### src/rtl/tspp_types_pkg.sv
// Shared types for the two-stage pipeline: machine word and hazard controller states.
package tspp_types_pkg;

  typedef logic [31:0] word_t;

  typedef enum logic [1:0] {
    RUN,
    REDIRECT_WAIT,
    HALTED
  } hazard_state_t;

endpackage

### src/rtl/tspp_perf_counter.sv
// Enable-driven event counter; wraps modulo 2^WIDTH, synchronous clear wins over enable.
module tspp_perf_counter #(
  parameter int unsigned WIDTH = 32
) (
  input  logic             clk,
  input  logic             clr,
  input  logic             en,
  output logic [WIDTH-1:0] count
);

  always_ff @(posedge clk) begin
    if (clr) begin
      count <= '0;
    end else if (en) begin
      count <= count + 1'b1;
    end
  end

endmodule

### src/rtl/tspp_hazard_ctrl.sv
// Hazard/redirect controller: arbitrates execute redirects, holds them across
// in-flight instruction fetches, implements halt and counts stall/redirect events.
module tspp_hazard_ctrl
  import tspp_types_pkg::*;
#(
  parameter int unsigned PERF_CNT_W   = 32,
  parameter int unsigned WAIT_TIMEOUT = 0
) (
  input  logic                  CLK,
  input  logic                  RST,
  input  logic                  i_mem_busy,
  input  logic                  d_mem_busy,
  input  logic                  exception,
  input  word_t                 ex_pc,
  input  word_t                 trap_vector,
  input  logic                  mret,
  input  word_t                 mepc,
  input  logic                  jump,
  input  word_t                 jump_addr,
  input  logic                  branch_taken,
  input  word_t                 branch_addr,
  input  logic                  halt,
  output logic                  update_pc,
  output word_t                 update_addr,
  output logic                  flush,
  output logic                  stall,
  output logic                  epc_wen,
  output word_t                 epc_out,
  output logic                  halted,
  output logic                  timeout_err,
  output logic [PERF_CNT_W-1:0] stall_cycles,
  output logic [PERF_CNT_W-1:0] redirect_count
);

  hazard_state_t state, next_state;
  word_t         pending_addr;
  logic [31:0]   wait_cnt;
  logic          timeout_q;

  logic  sample;
  logic  req_exc, req_mret, req_jump, req_br, req_halt, redirect_req;
  word_t target;

  logic [PERF_CNT_W-1:0] stall_cnt, redir_cnt;

  // Execute holds its inputs while a data access is in flight, so requests only count when it is idle.
  assign sample       = !RST && !d_mem_busy;
  assign req_exc      = sample && exception;
  assign req_mret     = sample && mret && !exception;
  assign req_jump     = sample && jump && !exception && !mret;
  assign req_br       = sample && branch_taken && !exception && !mret && !jump;
  assign req_halt     = sample && halt && !exception && !mret && !jump && !branch_taken;
  assign redirect_req = req_exc || req_mret || req_jump || req_br;

  always_comb begin
    target = '0;
    if (req_exc)       target = trap_vector;
    else if (req_mret) target = mepc;
    else if (req_jump) target = jump_addr;
    else if (req_br)   target = branch_addr;
  end

  always_comb begin
    next_state  = state;
    update_pc   = 1'b0;
    update_addr = '0;
    flush       = 1'b0;
    epc_wen     = 1'b0;
    halted      = 1'b0;
    if (!RST) begin
      unique case (state)
        RUN: begin
          if (redirect_req) begin
            flush       = 1'b1;
            epc_wen     = req_exc;
            update_addr = target;
            if (!i_mem_busy) update_pc = 1'b1;
            else             next_state = REDIRECT_WAIT;
          end else if (req_halt) begin
            next_state = HALTED;
          end
        end
        REDIRECT_WAIT: begin
          flush       = 1'b1;
          epc_wen     = req_exc;
          update_addr = pending_addr;
          if (!i_mem_busy) begin
            update_pc  = 1'b1;
            // A trap arriving on the release cycle must not lose to the stale pending target.
            if (req_exc) update_addr = trap_vector;
            next_state = RUN;
          end
        end
        HALTED: begin
          flush  = 1'b1;
          halted = 1'b1;
        end
        default: next_state = RUN;
      endcase
    end
  end

  assign epc_out        = epc_wen ? ex_pc : '0;
  assign stall          = !RST && (d_mem_busy || state == HALTED);
  assign timeout_err    = !RST && timeout_q;
  assign stall_cycles   = RST ? '0 : stall_cnt;
  assign redirect_count = RST ? '0 : redir_cnt;

  always_ff @(posedge CLK) begin
    if (RST) begin
      state        <= RUN;
      pending_addr <= '0;
      wait_cnt     <= '0;
      timeout_q    <= 1'b0;
    end else begin
      state <= next_state;
      if (state == RUN && redirect_req && i_mem_busy) begin
        pending_addr <= target;
      end else if (state == REDIRECT_WAIT && req_exc) begin
        pending_addr <= trap_vector;
      end
      if (state == REDIRECT_WAIT && next_state == REDIRECT_WAIT) wait_cnt <= wait_cnt + 32'd1;
      else                                                       wait_cnt <= '0;
      if (WAIT_TIMEOUT != 0 && state == REDIRECT_WAIT && (wait_cnt + 32'd1) == WAIT_TIMEOUT) begin
        timeout_q <= 1'b1;
      end
    end
  end

  // Execute must present a bubble while a redirect is waiting; only a trap may arrive.
  assert property (@(posedge CLK) disable iff (RST)
    (state == REDIRECT_WAIT && !d_mem_busy) |-> !(mret || jump || branch_taken || halt));

  tspp_perf_counter #(.WIDTH(PERF_CNT_W)) u_stall_cnt (
    .clk   (CLK),
    .clr   (RST),
    .en    (stall),
    .count (stall_cnt)
  );

  tspp_perf_counter #(.WIDTH(PERF_CNT_W)) u_redir_cnt (
    .clk   (CLK),
    .clr   (RST),
    .en    (update_pc),
    .count (redir_cnt)
  );

endmodule
### config.mk
export PLATFORM = sky130hd
export DESIGN_NAME = tspp_hazard_ctrl
export DESIGN_NICKNAME = d
export VERILOG_FILES = /design/src/rtl/tspp_types_pkg.sv /design/src/rtl/tspp_perf_counter.sv /design/src/rtl/tspp_hazard_ctrl.sv
export SDC_FILE = /design/constraint.sdc
export NUM_CORES = 1
export LEC_CHECK = 0
export ABC_CLOCK_PERIOD_IN_PS = 2900
export BUFFER_PORTS_ARGS = -buffer_cell sky130_fd_sc_hd__buf_2
export CAP_MARGIN = 25
export CORE_ASPECT_RATIO = 1.5
export CORE_MARGIN = 1.5
export CORE_UTILIZATION = 40
export CTS_BUF_LIST = sky130_fd_sc_hd__clkbuf_16
export CTS_CLUSTER_SIZE = 28
export DETAILED_ROUTE_END_ITERATION = 8
export PLACE_DENSITY = 0.73
export SYNTH_ARGS = -nofsm -noshare
export SYNTH_HDL_FRONTEND = slang
export SYNTH_SLANG_ARGS = --single-unit
### constraint.sdc
create_clock -name CLK -period 2.9 [get_ports CLK]
set_input_delay 0.29 -clock CLK [delete_from_list [all_inputs] [get_ports CLK]]
set_output_delay 0.29 -clock CLK [all_outputs]
set_load 0.02 [all_outputs]
Word level (Yosys, flattened, before mapping)
Index checks and enable logic that the tools add are counted.
{"block": "op_classes", "addsub": 2, "n_eq_ne": 5, "mux": 31, "bitwise_logic": 1, "reduce_logical": 34}
{"cell": "2-to-1 mux 32 bit", "count": 13}
{"cell": "adder 32 x 1 -> 32 bit (second input constant)", "count": 2}
{"cell": "one-hot mux 32 bit (2 select lines)", "count": 1}
{"cell": "logical AND 1 bit", "count": 20}
{"cell": "2-to-1 mux 1 bit", "count": 9}
{"cell": "2-to-1 mux 2 bit", "count": 4}
{"cell": "logical NOT 1 bit", "count": 6}
{"cell": "!= test 3 bit (second input constant)", "count": 2}
{"cell": "one-hot mux 1 bit (2 select lines)", "count": 3}
{"cell": "one-hot mux 2 bit (3 select lines)", "count": 1}
{"cell": "logical OR 1 bit", "count": 4}
{"cell": "AND reduction 4 bit", "count": 1}
{"cell": "== test 2 x 1 -> 1 bit (second input constant)", "count": 1}
{"cell": "== test 2 bit (second input constant)", "count": 1}
{"cell": "logical NOT 2 bit", "count": 1}
{"cell": "!= test 2 bit (second input constant)", "count": 1}
{"cell": "nonzero test 2 bit", "count": 1}
{"cell": "OR reduction 2 bit", "count": 1}
{"cell": "NOT 1 bit", "count": 1}
{"block": "totals", "ff_bits": 98, "in_bits": 169, "word_cells": 77}

Longest topological paths before layout
{"block": "logic_depth", "word_depth": 13, "depth_mapped": 9, "mapped_depth_nobuf": 7}

Cells and area by module
Synthesis repeated with hierarchy kept, for this count alone.
{"block": "unflattened", "cells_unflattened": 859, "hier_area_um2": 7011.7}
{"mod": "tspp_hazard_ctrl", "instances": 1, "cells_per_inst": 497, "area_each_um2": 3883.7, "seq_area_each_um2": 680.7}
{"mod": "tspp_perf_counter", "instances": 2, "cells_per_inst": 181, "area_each_um2": 1564.0, "seq_area_each_um2": 640.6}

Worst setup path after synthesis
No wires, ideal clock.
{"block": "synth_path", "path_kind": "input-to-output", "startpoint": "in exception", "endpoint": "out update_addr[30]", "arrival_time_ns": 1.914, "path_slack_ns": 0.696, "cell_stages": 6, "n_path_buf": 2, "cell_sequence": "buf_2 -> nor4b_2 -> clkbuf_1 -> a21oi_1 -> or3_1 -> a21oi_1"}
{"block": "synth_between", "elab_chain_len": 11}
{"item": "start, declared", "line": "tspp_hazard_ctrl.sv:13", "rtl": "input logic exception,"}
{"item": "logical NOT 1 bit", "line": "tspp_hazard_ctrl.sv:49, tspp_hazard_ctrl.sv:50, tspp_hazard_ctrl.sv:51"}
{"item": "logical AND 1 bit (3 in series)", "line": "tspp_hazard_ctrl.sv:51", "rtl": "assign req_br = sample && branch_taken && !exception && !mret && !jump;"}
{"item": "2-to-1 mux 32 bit", "line": "tspp_hazard_ctrl.sv:60", "rtl": "else if (req_br) target = branch_addr;"}
{"item": "2-to-1 mux 32 bit", "line": "tspp_hazard_ctrl.sv:59", "rtl": "else if (req_jump) target = jump_addr;"}
{"item": "2-to-1 mux 32 bit", "line": "tspp_hazard_ctrl.sv:58", "rtl": "else if (req_mret) target = mepc;"}
{"item": "2-to-1 mux 32 bit", "line": "tspp_hazard_ctrl.sv:57", "rtl": "if (req_exc) target = trap_vector;"}
{"item": "2-to-1 mux 32 bit", "line": "tspp_hazard_ctrl.sv:73", "rtl": "if (redirect_req) begin"}
{"item": "one-hot mux 32 bit (2 select lines) (*)", "line": "tspp_hazard_ctrl.sv:71", "rtl": "unique case (state)"}
{"item": "2-to-1 mux 32 bit (*)", "line": "tspp_hazard_ctrl.sv:70", "rtl": "if (!RST) begin"}
{"item": "end, declared", "line": "tspp_hazard_ctrl.sv:24", "rtl": "output word_t update_addr,"}
Mark *: on every way between the ends. The rest lies on a longest branch, timed or not.

Worst setup path after layout
{"block": "layout_path", "startpoint": "in exception", "endpoint": "out update_addr[4]"}
The elaborated chain is that of the path after synthesis.

==> metrics.txt <==
Fmax achieved 0.373 GHz; DRC Markers 0; WHS 273 ps; critical path class in -> out; Synth Area in Simple Gates a little over a quarter; CTS tree yes; Leak 3.86 nW; Die Y 163 µm; distinct cell type count after synthesis between 50 and 60; syn_nets a little over 1k; Detailed Place HPWL around 18000 µm; DRT iter0 DRCs 472; final setup skew roughly 13 ps; vias in the first global route 7083; worst ir drop on vdd 318 µV; core area 0.0168 mm²; H-tree lvl count 3; slew margin rel. approximately 46%; most frequent cells in the layout buf_2, dfxtp_1, nor2b_1, nor2_1, a211oi_1; CTS-repair resized insts 0; grt met1 use 29.9%; Synth Area in Adders 1.10%; Top FF cell, synth dfxtp_1; compound-cell area share of the yosys netlist a little under a quarter; # rows 58; Tot GR Track Use 25.9%; FFs w/ async S/R, synth 0%; Worst setup EP type output port; Final Wtd Congestion 0.867; CTS buffer count 9; Hold Fails Final Rpt 0; Post-Syn Instances roughly 840; Post-synth EDFFs 0; I/O Pins 303; Clock Latency Late Sink approximately 340 ps; GR Util met3 7.02%; CTS Buffer Depth 2; Seq cells post-synth 98; met2 Use GR 43.6%; via count 7480; clk slew on worst S/H paths 70 ps; Placed Area 0.00856 mm²; post-synthesis sequential area ratio roughly 29%; Area growth, synth to finish 29.6%; Die W 110 µm; # nets final 1270; syn_area_per_cell 8.19 µm²; wire per inst 17.8 µm; Initial Util 40.8%; PwrDens 352 mW/mm²; Final TNS setup 0 ps; busiest grt layer met2; Final Setup Violations 0; first-pass GRT wire length about 36000 µm; synthesis warning total 0; Worst Tran Pin Value around 800 ps; DRT Wirelength 23400 µm; Routed Antenna Nets 0; largest net degree at the start of global routing ~120; commonest non-fill, non-tap cell in the layout buf_2; CP Data Arrival Time 2390 ps; Req. time, crit path 2610 ps; initial antenna violation count 7; cts hold-fix bufs 0; port buffer count 301; total global routing overflow 0; Finished Layout Cells between 1k and 1.5k; Worst Setup Start Kind input port; Pre-antenna DRT Iters 6; post-route cell area between 0.008 and 0.009 mm²; top cell type's share of synthesized area between 20% and 30%; unrepaired setup endpoints after global routing false; largest area contributor in the netlist dfxtp_1; top post-synthesis cells by area dfxtp_1, nor2b_1, mux2_2; reg-to-reg setup timing slack 580 ps; proportion of synthesized area in mux cells 12.5%; HP Class in -> reg; status completed; Root Buffer clkbuf_16; Critical Path Fanout Max 19; max-cap viol count 0; post-CTS setup buffers 0; cell area after synthesis 0.00684 mm²; Die Footprint approximately 0.018 mm²; DR vias/cell 5.69; largest family of logic cells by synthesized area simple AND/OR/NAND/NOR gates; CTS Sinks 98; xor/xnor share of the synthesized area 1.28%; final-report max-slew violation count 0; ratio of cells with drive above 1 in the final layout 35.7%; placed cells approximately 1.3k; crit path time final 2680 ps; period utilisation layout 92.5%
## power by group
part	internal (mW)	switching [mW]
Sequential	1.37	0.0178
Clock	0.599	0.571
Combinational	0.247	0.311
Total	2.22	0.900
## sequential cells by signal (all words and copies together), names as in the netlist
signal and cells:
u_stall_cnt.count 32, state 2, u_redir_cnt.count 32, pending_addr 32
## worst max-delay path, stage by stage
cell	delay [ps]
buf_2	250
nor4b_4	440
buf_4	260
buf_4	190
a222oi_1	90
a21o_1	210
o22ai_1	390
buf_2	260
## per-layer routing
layer / up-vias / share of wire, %
li1: 3664 / -
met1: 3453 / 40
met2: 297 / 49
met3: 60 / 7.6
met4: 6 / 3.2
met5: - / 0.21
## final cells by class
cell class	instances	area, µm²
flip-flops and latches	98	1960
clock buffers	9	225
fillers	1613	7890
diodes	4	10.0
multi-input cells	642	4520
repair buffers	329	1770
inverters	15	56.3
clock inverters	7	65.1
well taps	210	263
## worst paths after layout
path / start / cells past startpoint / end
setup reg to reg: u_redir_cnt.count[3] / 4 / u_redir_cnt.count[24]
hold reg to reg: u_redir_cnt.count[8] / 1 / u_redir_cnt.count[8]
setup / recovery: exception / 8 / update_addr[4]
hold / removal: trap_vector[7] / 3 / pending_addr[7]
## logic make-up (layout without fill, tap and decap cells)
family / count (synthesis) / after routing
flip-flops: 98 / 98
AO/OA/AOI/OAI: 217 / 217
buffers and inverters: 96 / 360
adder cells (fa/ha/maj): 6 / 6
AND/OR/NAND/NOR: 328 / 328
XOR/XNOR: 10 / 10
multiplexers: 80 / 80
other: 1 / 5
## per-stage QoR
step,util [%],power [mW],setup WS [ps]
6_report,52.9,3.12,218
5_1_grt,52.9,3.27,43.0
3_5_place_dp,51.1,1.97,336
2_1_floorplan,-,1.73,696
4_1_cts,52.8,3.16,222
3_3_place_gp,51.1,1.96,387
## synthesized netlist by cell type (28+ instances only)
cell type,n
and2_1,36
nor2b_1,86
a211oi_1,53
mux2_2,38
o21ai_0,32
mux2i_1,38
o22ai_1,33
nor2_1,60
dfxtp_1,98
clkbuf_1,51
a222oi_1,28
Power figures use the tool's default switching activity.
